$ cat config.mk
export PLATFORM = sky130hd
export DESIGN_NAME = uart_tx_controller
export DESIGN_NICKNAME = d
export VERILOG_FILES = /design/src/rtl/uart_tx_controller.sv
export SDC_FILE = /design/constraint.sdc
export NUM_CORES = 1
export LEC_CHECK = 0
export ABC_CLOCK_PERIOD_IN_PS = 2400
export CORE_MARGIN = 5
export CORE_UTILIZATION = 30
export CTS_CLUSTER_SIZE = 24
export DETAILED_ROUTE_END_ITERATION = 8
export PLACE_DENSITY = 0.48
export SETUP_SLACK_MARGIN = 0.3
export SLEW_MARGIN = 10
export SYNTH_ARGS = -nofsm -noshare
export SYNTH_HDL_FRONTEND = slang
export SYNTH_SLANG_ARGS = --single-unit
$ cat constraint.sdc
create_clock -name clk -period 2.4 [get_ports clk]
set_input_delay 0.48 -clock clk [delete_from_list [all_inputs] [get_ports clk]]
set_output_delay 0.48 -clock clk [all_outputs]
set_load 0.005 [all_outputs]
$ cat src/rtl/uart_tx_controller.sv
// UART transmit sequencer: start bit, LSB-first data, optional parity, 1-2 stop bits.
// Define UART_TX_PENDING_BUF_EN to add a one-entry pending buffer for chained frames.
module uart_tx_controller #(
  parameter int unsigned DATA_WIDTH = 8,
  parameter int unsigned STOP_BITS  = 1
) (
  input  logic                  clk,
  input  logic                  rst,
  input  logic [DATA_WIDTH-1:0] P_DATA,
  input  logic                  Data_Valid,
  input  logic                  PAR_EN,
  input  logic                  PAR_TYP,
  input  logic                  BIT_TICK,
  output logic                  TICK_CLR,
  output logic                  TX_OUT,
  output logic                  busy,
  output logic                  frame_done
);

  localparam int unsigned IdxW = (DATA_WIDTH > 1) ? $clog2(DATA_WIDTH) : 1;
  localparam logic [IdxW-1:0] IdxLast = IdxW'(DATA_WIDTH - 1);
  localparam logic StopLast = 1'(STOP_BITS - 1);

  typedef enum logic [2:0] {StIdle, StStart, StData, StParity, StStop} state_e;

  state_e                state_q, state_d;
  logic [DATA_WIDTH-1:0] held_q, held_d;
  logic                  par_en_q, par_en_d;
  logic                  par_typ_q, par_typ_d;
  logic [IdxW-1:0]       idx_q, idx_d;
  logic                  stop_q, stop_d;
  logic                  tx_q, tx_d;

`ifdef UART_TX_PENDING_BUF_EN
  logic                  buf_vld_q, buf_vld_d;
  logic [DATA_WIDTH-1:0] buf_data_q, buf_data_d;
  logic                  buf_par_en_q, buf_par_en_d;
  logic                  buf_par_typ_q, buf_par_typ_d;
`endif

  always_comb begin
    state_d    = state_q;
    held_d     = held_q;
    par_en_d   = par_en_q;
    par_typ_d  = par_typ_q;
    idx_d      = idx_q;
    stop_d     = stop_q;
    TICK_CLR   = 1'b0;
    frame_done = 1'b0;
`ifdef UART_TX_PENDING_BUF_EN
    buf_vld_d     = buf_vld_q;
    buf_data_d    = buf_data_q;
    buf_par_en_d  = buf_par_en_q;
    buf_par_typ_d = buf_par_typ_q;
`endif

    case (state_q)
      StIdle: begin
`ifdef UART_TX_PENDING_BUF_EN
        if (buf_vld_q) begin
          held_d    = buf_data_q;
          par_en_d  = buf_par_en_q;
          par_typ_d = buf_par_typ_q;
          buf_vld_d = 1'b0;
          TICK_CLR  = 1'b1;
          state_d   = StStart;
          if (Data_Valid) begin
            buf_data_d    = P_DATA;
            buf_par_en_d  = PAR_EN;
            buf_par_typ_d = PAR_TYP;
            buf_vld_d     = 1'b1;
          end
        end else
`endif
        if (Data_Valid) begin
          held_d    = P_DATA;
          par_en_d  = PAR_EN;
          par_typ_d = PAR_TYP;
          TICK_CLR  = 1'b1;
          state_d   = StStart;
        end
      end
      StStart: begin
        if (BIT_TICK) begin
          state_d = StData;
          idx_d   = '0;
        end
      end
      StData: begin
        if (BIT_TICK) begin
          if (idx_q == IdxLast) begin
            state_d = par_en_q ? StParity : StStop;
            stop_d  = 1'b0;
          end else begin
            idx_d = idx_q + IdxW'(1);
          end
        end
      end
      StParity: begin
        if (BIT_TICK) begin
          state_d = StStop;
          stop_d  = 1'b0;
        end
      end
      StStop: begin
        if (BIT_TICK) begin
          if (stop_q == StopLast) begin
            frame_done = 1'b1;
            state_d    = StIdle;
`ifdef UART_TX_PENDING_BUF_EN
            // Chain straight into the buffered frame, skipping the idle cycle.
            if (buf_vld_q) begin
              held_d    = buf_data_q;
              par_en_d  = buf_par_en_q;
              par_typ_d = buf_par_typ_q;
              buf_vld_d = 1'b0;
              TICK_CLR  = 1'b1;
              state_d   = StStart;
            end
`endif
          end else begin
            stop_d = 1'b1;
          end
        end
      end
      default: state_d = StIdle;
    endcase

`ifdef UART_TX_PENDING_BUF_EN
    // A full buffer at the final stop tick is being drained, so the request is dropped.
    if (Data_Valid && (state_q != StIdle) && !buf_vld_q) begin
      buf_data_d    = P_DATA;
      buf_par_en_d  = PAR_EN;
      buf_par_typ_d = PAR_TYP;
      buf_vld_d     = 1'b1;
    end
`endif

    if (rst) begin
      TICK_CLR   = 1'b0;
      frame_done = 1'b0;
    end

    case (state_d)
      StStart:  tx_d = 1'b0;
      StData:   tx_d = held_d[idx_d];
      StParity: tx_d = (^held_d) ^ par_typ_d;
      default:  tx_d = 1'b1;
    endcase
  end

  always_ff @(posedge clk) begin
    if (rst) begin
      state_q   <= StIdle;
      held_q    <= '0;
      par_en_q  <= 1'b0;
      par_typ_q <= 1'b0;
      idx_q     <= '0;
      stop_q    <= 1'b0;
      tx_q      <= 1'b1;
`ifdef UART_TX_PENDING_BUF_EN
      buf_vld_q     <= 1'b0;
      buf_data_q    <= '0;
      buf_par_en_q  <= 1'b0;
      buf_par_typ_q <= 1'b0;
`endif
    end else begin
      state_q   <= state_d;
      held_q    <= held_d;
      par_en_q  <= par_en_d;
      par_typ_q <= par_typ_d;
      idx_q     <= idx_d;
      stop_q    <= stop_d;
      tx_q      <= tx_d;
`ifdef UART_TX_PENDING_BUF_EN
      buf_vld_q     <= buf_vld_d;
      buf_data_q    <= buf_data_d;
      buf_par_en_q  <= buf_par_en_d;
      buf_par_typ_q <= buf_par_typ_d;
`endif
    end
  end

  assign TX_OUT = tx_q;
  assign busy   = (state_q != StIdle);

endmodule
# [Word level (Yosys, flattened, before mapping)]
# Index checks and enable logic that the tools add are counted.
# Widths: inputs -> output; s select.
[word_totals] regBits=18 input_bits=14 output_inout_bits=4 wordCells=61
[classes] addsub=1 magnitude_cmp=1 n_eq_ne=12 mux=33 bitwise=1 n_reduce_logical=6
[ops] op="$mux 3" n=11
[ops] op="$mux 8" n=2
[ops] op="$mux 1" n=15
[ops] op="$pmux 3 s5" n=1
[ops] op="$eq 3x2->1 const B" n=4
[ops] op="$ne 2x2->1 const B" n=4
[ops] op="$reduce_xor 8->1" n=1
[ops] op="$eq 3x1->1 const B" n=2
[ops] op="$eq 3x3->1 const B" n=2
[ops] op="$pmux 1 s3" n=2
[ops] op="$pmux 3 s2" n=1
[ops] op="$reduce_bool 3->1" n=2
[ops] op="$reduce_and 5->1" n=1
[ops] op="$lt 3x4->1 const B" n=1
[ops] op="$add 3x1->3 const B" n=1
[ops] op="$bmux 1 s3" n=1
[ops] op="$logic_not 3->1" n=1
[ops] op="$reduce_and 2->1" n=1
[ops] op="$xor 1x1->1" n=1

# [Logic depth before layout (Yosys ltp)]
[depth] word_depth=7 mapped_depth=8 ltp_nobuf=7

# [Least setup slack after synthesis]
# No wires, ideal clock.
[synth_path] path_type="register to register" from="register idx_q[0]" to="register tx_q, in the netlist TX_OUT" setup_ps=135 arrival_time_ps=1964 t_required_ps=2265 path_slack_ps=301 stages_incl_launch_ff=8 path_buffers=0 synth_period_minus_slack_ps=2099 cell_sequence="dfxtp_1 -> ha_1 -> and2_0 -> o311ai_1 -> nand2_2 -> mux2i_1 -> a2111oi_2 -> a32oi_1"
[synth_via] elab_chain_cells=7 word_cells_on_any_way=15 classes_between="1 x add/sub; 4 x eq/ne; 10 x mux"
[synth_lines] item="from (decl)" line_no="30" text="logic [IdxW-1:0] idx_q, idx_d;"
[synth_lines] item="from (signal assigned)" line_no="172" text="idx_q <= idx_d;"
[synth_lines] item="$add 3x1->3 or $eq 3x3->1 (tied branches)" line_no="95, 91"
[synth_lines] item="$mux 3" line_no="91" text="if (idx_q == IdxLast) begin"
[synth_lines] item="$mux 3" line_no="90" text="if (BIT_TICK) begin"
[synth_lines] item="$pmux 3 s2" line_no="57" text="case (state_q)"
[synth_lines] item="$bmux 1 s3" line_no="146" text="StData: tx_d = held_d[idx_d];"
[synth_lines] item="$mux 1 (not written as such)" line_no="146"
[synth_lines] item="$pmux 1 s3 *" line_no="144" text="case (state_d)"
[synth_lines] item="to (signal assigned)" line_no="174" text="tx_q <= tx_d;"
[synth_lines] item="to (decl)" line_no="32" text="logic tx_q, tx_d;"
# Every way passes the cells marked *; elsewhere a longest branch is shown, timed or not. The select of a mux whose other input is x is not followed.
# A chain may end at the register's enable or synchronous reset.

# [Worst setup path after layout]
# Same ends and word-level chain as after synthesis.

==> summary.txt <==
Pwr
  • Max VDD drop: 0.243 mV
  • Overall power: 0.726 mW
  • Pleak: 0.595 nW
  • Pwr Density: 483 nW/um^2

Timing
  • Final Hold Fails: 0
  • RSZ-0062 raised after global routing: true
  • Achievable frequency: 0.499 GHz
  • Final Cycle Share: 83.5%
  • Pins over their slew limit: 0
  • Setup-failing EPs final: 0
  • TNS Setup: 0 ns
  • Final worst slack: 0.395 ns
  • Worst Clk Skew: 0.00663 ns
  • Period minus WS final: 2.01 ns
  • Slew HR: 64.0%
  • Slew @ Worst Pin: 0.534 ns

Floorplanning
  • FP Rows: 21
  • Starting density of the core: 31.3%
  • Die Wd: 69.4 um
  • DIE AREA: 4820 um^2
  • Die height: 69.4 um
  • Core area: 3390 um^2
  • IO Pins: 18

Status
  • Status: finished clean

GRT
  • Antenna violations before repair: 0
  • First-pass GRT wire length: 4.70 mm
  • Largest net degree at the start of global routing: 18
  • Vias in the first global route: 1050
  • GRT Total Usage: 11.9%
  • Global route total overflow: 0

Yosys
  • Ys Warns: 0
  • Syn Area/Cell: 9.06 um^2
  • Area of the mapped netlist: 1060 um^2
  • Post-Syn Instances: 117
  • Yosys cell types: 37
  • Leading register cell type out of synthesis: dfxtp_1
  • Number of enable flip-flop cells after synthesis: 0
  • Seq/Total Area, Yosys: 32.1%
  • Asr flop ratio synth: 0%
  • Synthesis-stage register bit count: 17
  • Synthesized Nets: 132

Cells and area
  • Fraction of layout cells with a size suffix above 1: 32.5%
  • Cell area after layout: 1500 um^2
  • Fillers: 346
  • Synthesis-to-finish area growth: 41.8%
  • Antenna cell count: 0
  • Commonest non-fill, non-tap cell in the layout: buf_4
  • Fin nets: 170
  • Most frequent cells in the layout: 20 x buf_4, 14 x dfxtp_1, 14 x xnor2_1
  • Final Util: 44.3%

Detailed routing
  • Vias: 984
  • DRC: 0
  • Detailed Route WL: 2.80 mm
  • Vias per cell: 4.92
  • Drt initial violations: 25
  • Post-route ant nets: 0
  • First-pass DRT Iterations: 4
  • Avg WL per Cell: 14.0 um

Critical path
  • Cells on worst reg2reg path: 8
  • Max stage delay on crit path: 0.49 ns
  • Crit-path max FO: 6
  • Crit path DAT: 2.19 ns
  • Crit Path Class: reg2reg
  • CP max stage cell: or4_4
  • Nature of the critical path endpoint: flip-flop
  • Critical path launch point type: flip-flop
  • R2R Setup Slk: 0.39 ns
  • RR Endpoint: TX_OUT
  • Cell Chain, Critical Path: ha_2, and2_4, or4_4, nand2_2, buf_4, mux4_1, nand3b_1, a32oi_1
  • Worst r2r src: idx_q[0]
  • Worst Path Required: 2.59 ns

Clock network
  • Clock Pin Slew Worst Setup and Hold Paths: 0.11 ns
  • Clock sinks: 17
  • Total CTS buffers: 3
  • Depth of the CTS H-tree: 1
  • Hold buffers post-CTS: 0
  • Clock latency reported for the late side of the worst-skew pair: 0.30 ns
  • CTS tree: built
  • Clock Tree Buf Depth: 2
  • Clk root buf: clkbuf_4

Min path
  • Hold path endpoint: par_typ_q
  • Hold Path Class: reg2reg
  • Hold path startpoint: par_typ_q
  • Hold Path Cell Cnt: 2

Place
  • Routability cong.: 0.780
  • Pre-CTS setup slack: -0.109 ns
  • Placed wire-length estimate: 2.07 mm
  • Post-DP Area: 1380 um^2
  • # port buffers: 17

Run
  • Max cap viols: 0
[cells in the mapped netlist, drive strengths merged (2+ instances only)]
library cell / instances / share of area (%)
dfxtp: 17 / 32
xnor2: 14 / 12
nor2: 11 / 3.9
a21oi: 10 / 4.7
nand2: 10 / 3.8
nor3: 6 / 2.8
mux2i: 5 / 4.7
buf: 4 / 3.5
mux2: 4 / 4.2
nor2b: 4 / 2.4
and2b: 3 / 2.5
o21ai: 3 / 1.4
inv: 2 / 0.71
nand2b: 2 / 1.9
nor4b: 2 / 1.7
o311a: 2 / 2.1
[per-stage QoR]
step	hold slack, ns	cells
4_1_cts	0.479	196
6_report	0.477	200
3_3_place_gp	0.462	192
5_1_grt	0.512	200
2_1_floorplan	0.445	117
3_5_place_dp	0.463	192
[timing repair]
item | CTS | global route
gates cloned | 0 | 1
buffers inserted | 0 | 3
pin swaps | 1 | 2
gates resized for setup | 10 | 15
setup endpoints to repair | 3 | 2
[cells by family (layout without fill, tap and decap cells)]
| logic type | after synthesis | after routing | share of synthesized area [%] |
|---|---|---|---|
| DFF | 17 | 17 | 32.1 |
| and+or+nand+nor | 47 | 47 | 25.6 |
| AOI/OAI and AO/OA | 21 | 21 | 13.5 |
| xor gates and xnor gates | 14 | 14 | 11.6 |
| adders and majority gates | 1 | 1 | 1.18 |
| buffers and inverters | 7 | 44 | 4.60 |
| muxes | 10 | 10 | 11.5 |
[state kept, by name, summed over array words and instances (netlist names)]
| signal | flops |
|---|---|
| TX_OUT | 1 |
| held_q | 8 |
| idx_q | 3 |
| par_en_q | 1 |
| par_typ_q | 1 |
| state_q | 3 |
[critical path: cells and delay by family (launching register included)]
kind                     cells  cell delay, ns
AO/OA/AOI/OAI                1            0.10
adder cells (fa/ha/maj)      1            0.20
buffers and inverters        1            0.11
flip-flops                   1            0.36
multiplexers                 1            0.27
AND/OR/NAND/NOR              4            0.87
[where the power goes]
part / internal, mW / switching [mW]
registers: 0.300 / 0.0184
clock network: 0.0621 / 0.0980
logic: 0.144 / 0.103
total: 0.506 / 0.220
[worst max path at each step]
| stage | start | to | slack (ns) | cells after the start |
|---|---|---|---|---|
| 6_report | idx_q[0] | TX_OUT | 0.39 | 8 |
| 5_1_grt | state_q[0] | TX_OUT | 0.28 | 7 |
| 4_1_cts | Data_Valid | TX_OUT | 0.30 | 7 |
| 3_5_place_dp | BIT_TICK | TX_OUT | -0.11 | 7 |
| 3_3_place_gp | BIT_TICK | TX_OUT | -0.06 | 7 |
| 2_1_floorplan | idx_q[0] | TX_OUT | 0.30 | 7 |
[per-layer routing]
layer,wire (um),vias to the layer above,global-route usage [%],share of wire (%)
met4,47,0,5.21,1.7
met2,1410,20,20.1,50
met5,0,-,0,0
li1,-,492,-,-
met1,1260,468,14.3,45
met3,92,4,2.90,3.3
[layout make-up]
cell class	instances	area (um^2)	share of cell area [%]
multi-input cells	93	737	49.0
clock inverters	1	5.00	0.333
inverters	2	7.51	0.500
repair buffers	38	329	21.9
flip-flops and latches	17	344	22.9
clock buffers	3	22.5	1.50
well taps	46	57.6	3.83
(Power assumes the default switching activity.)
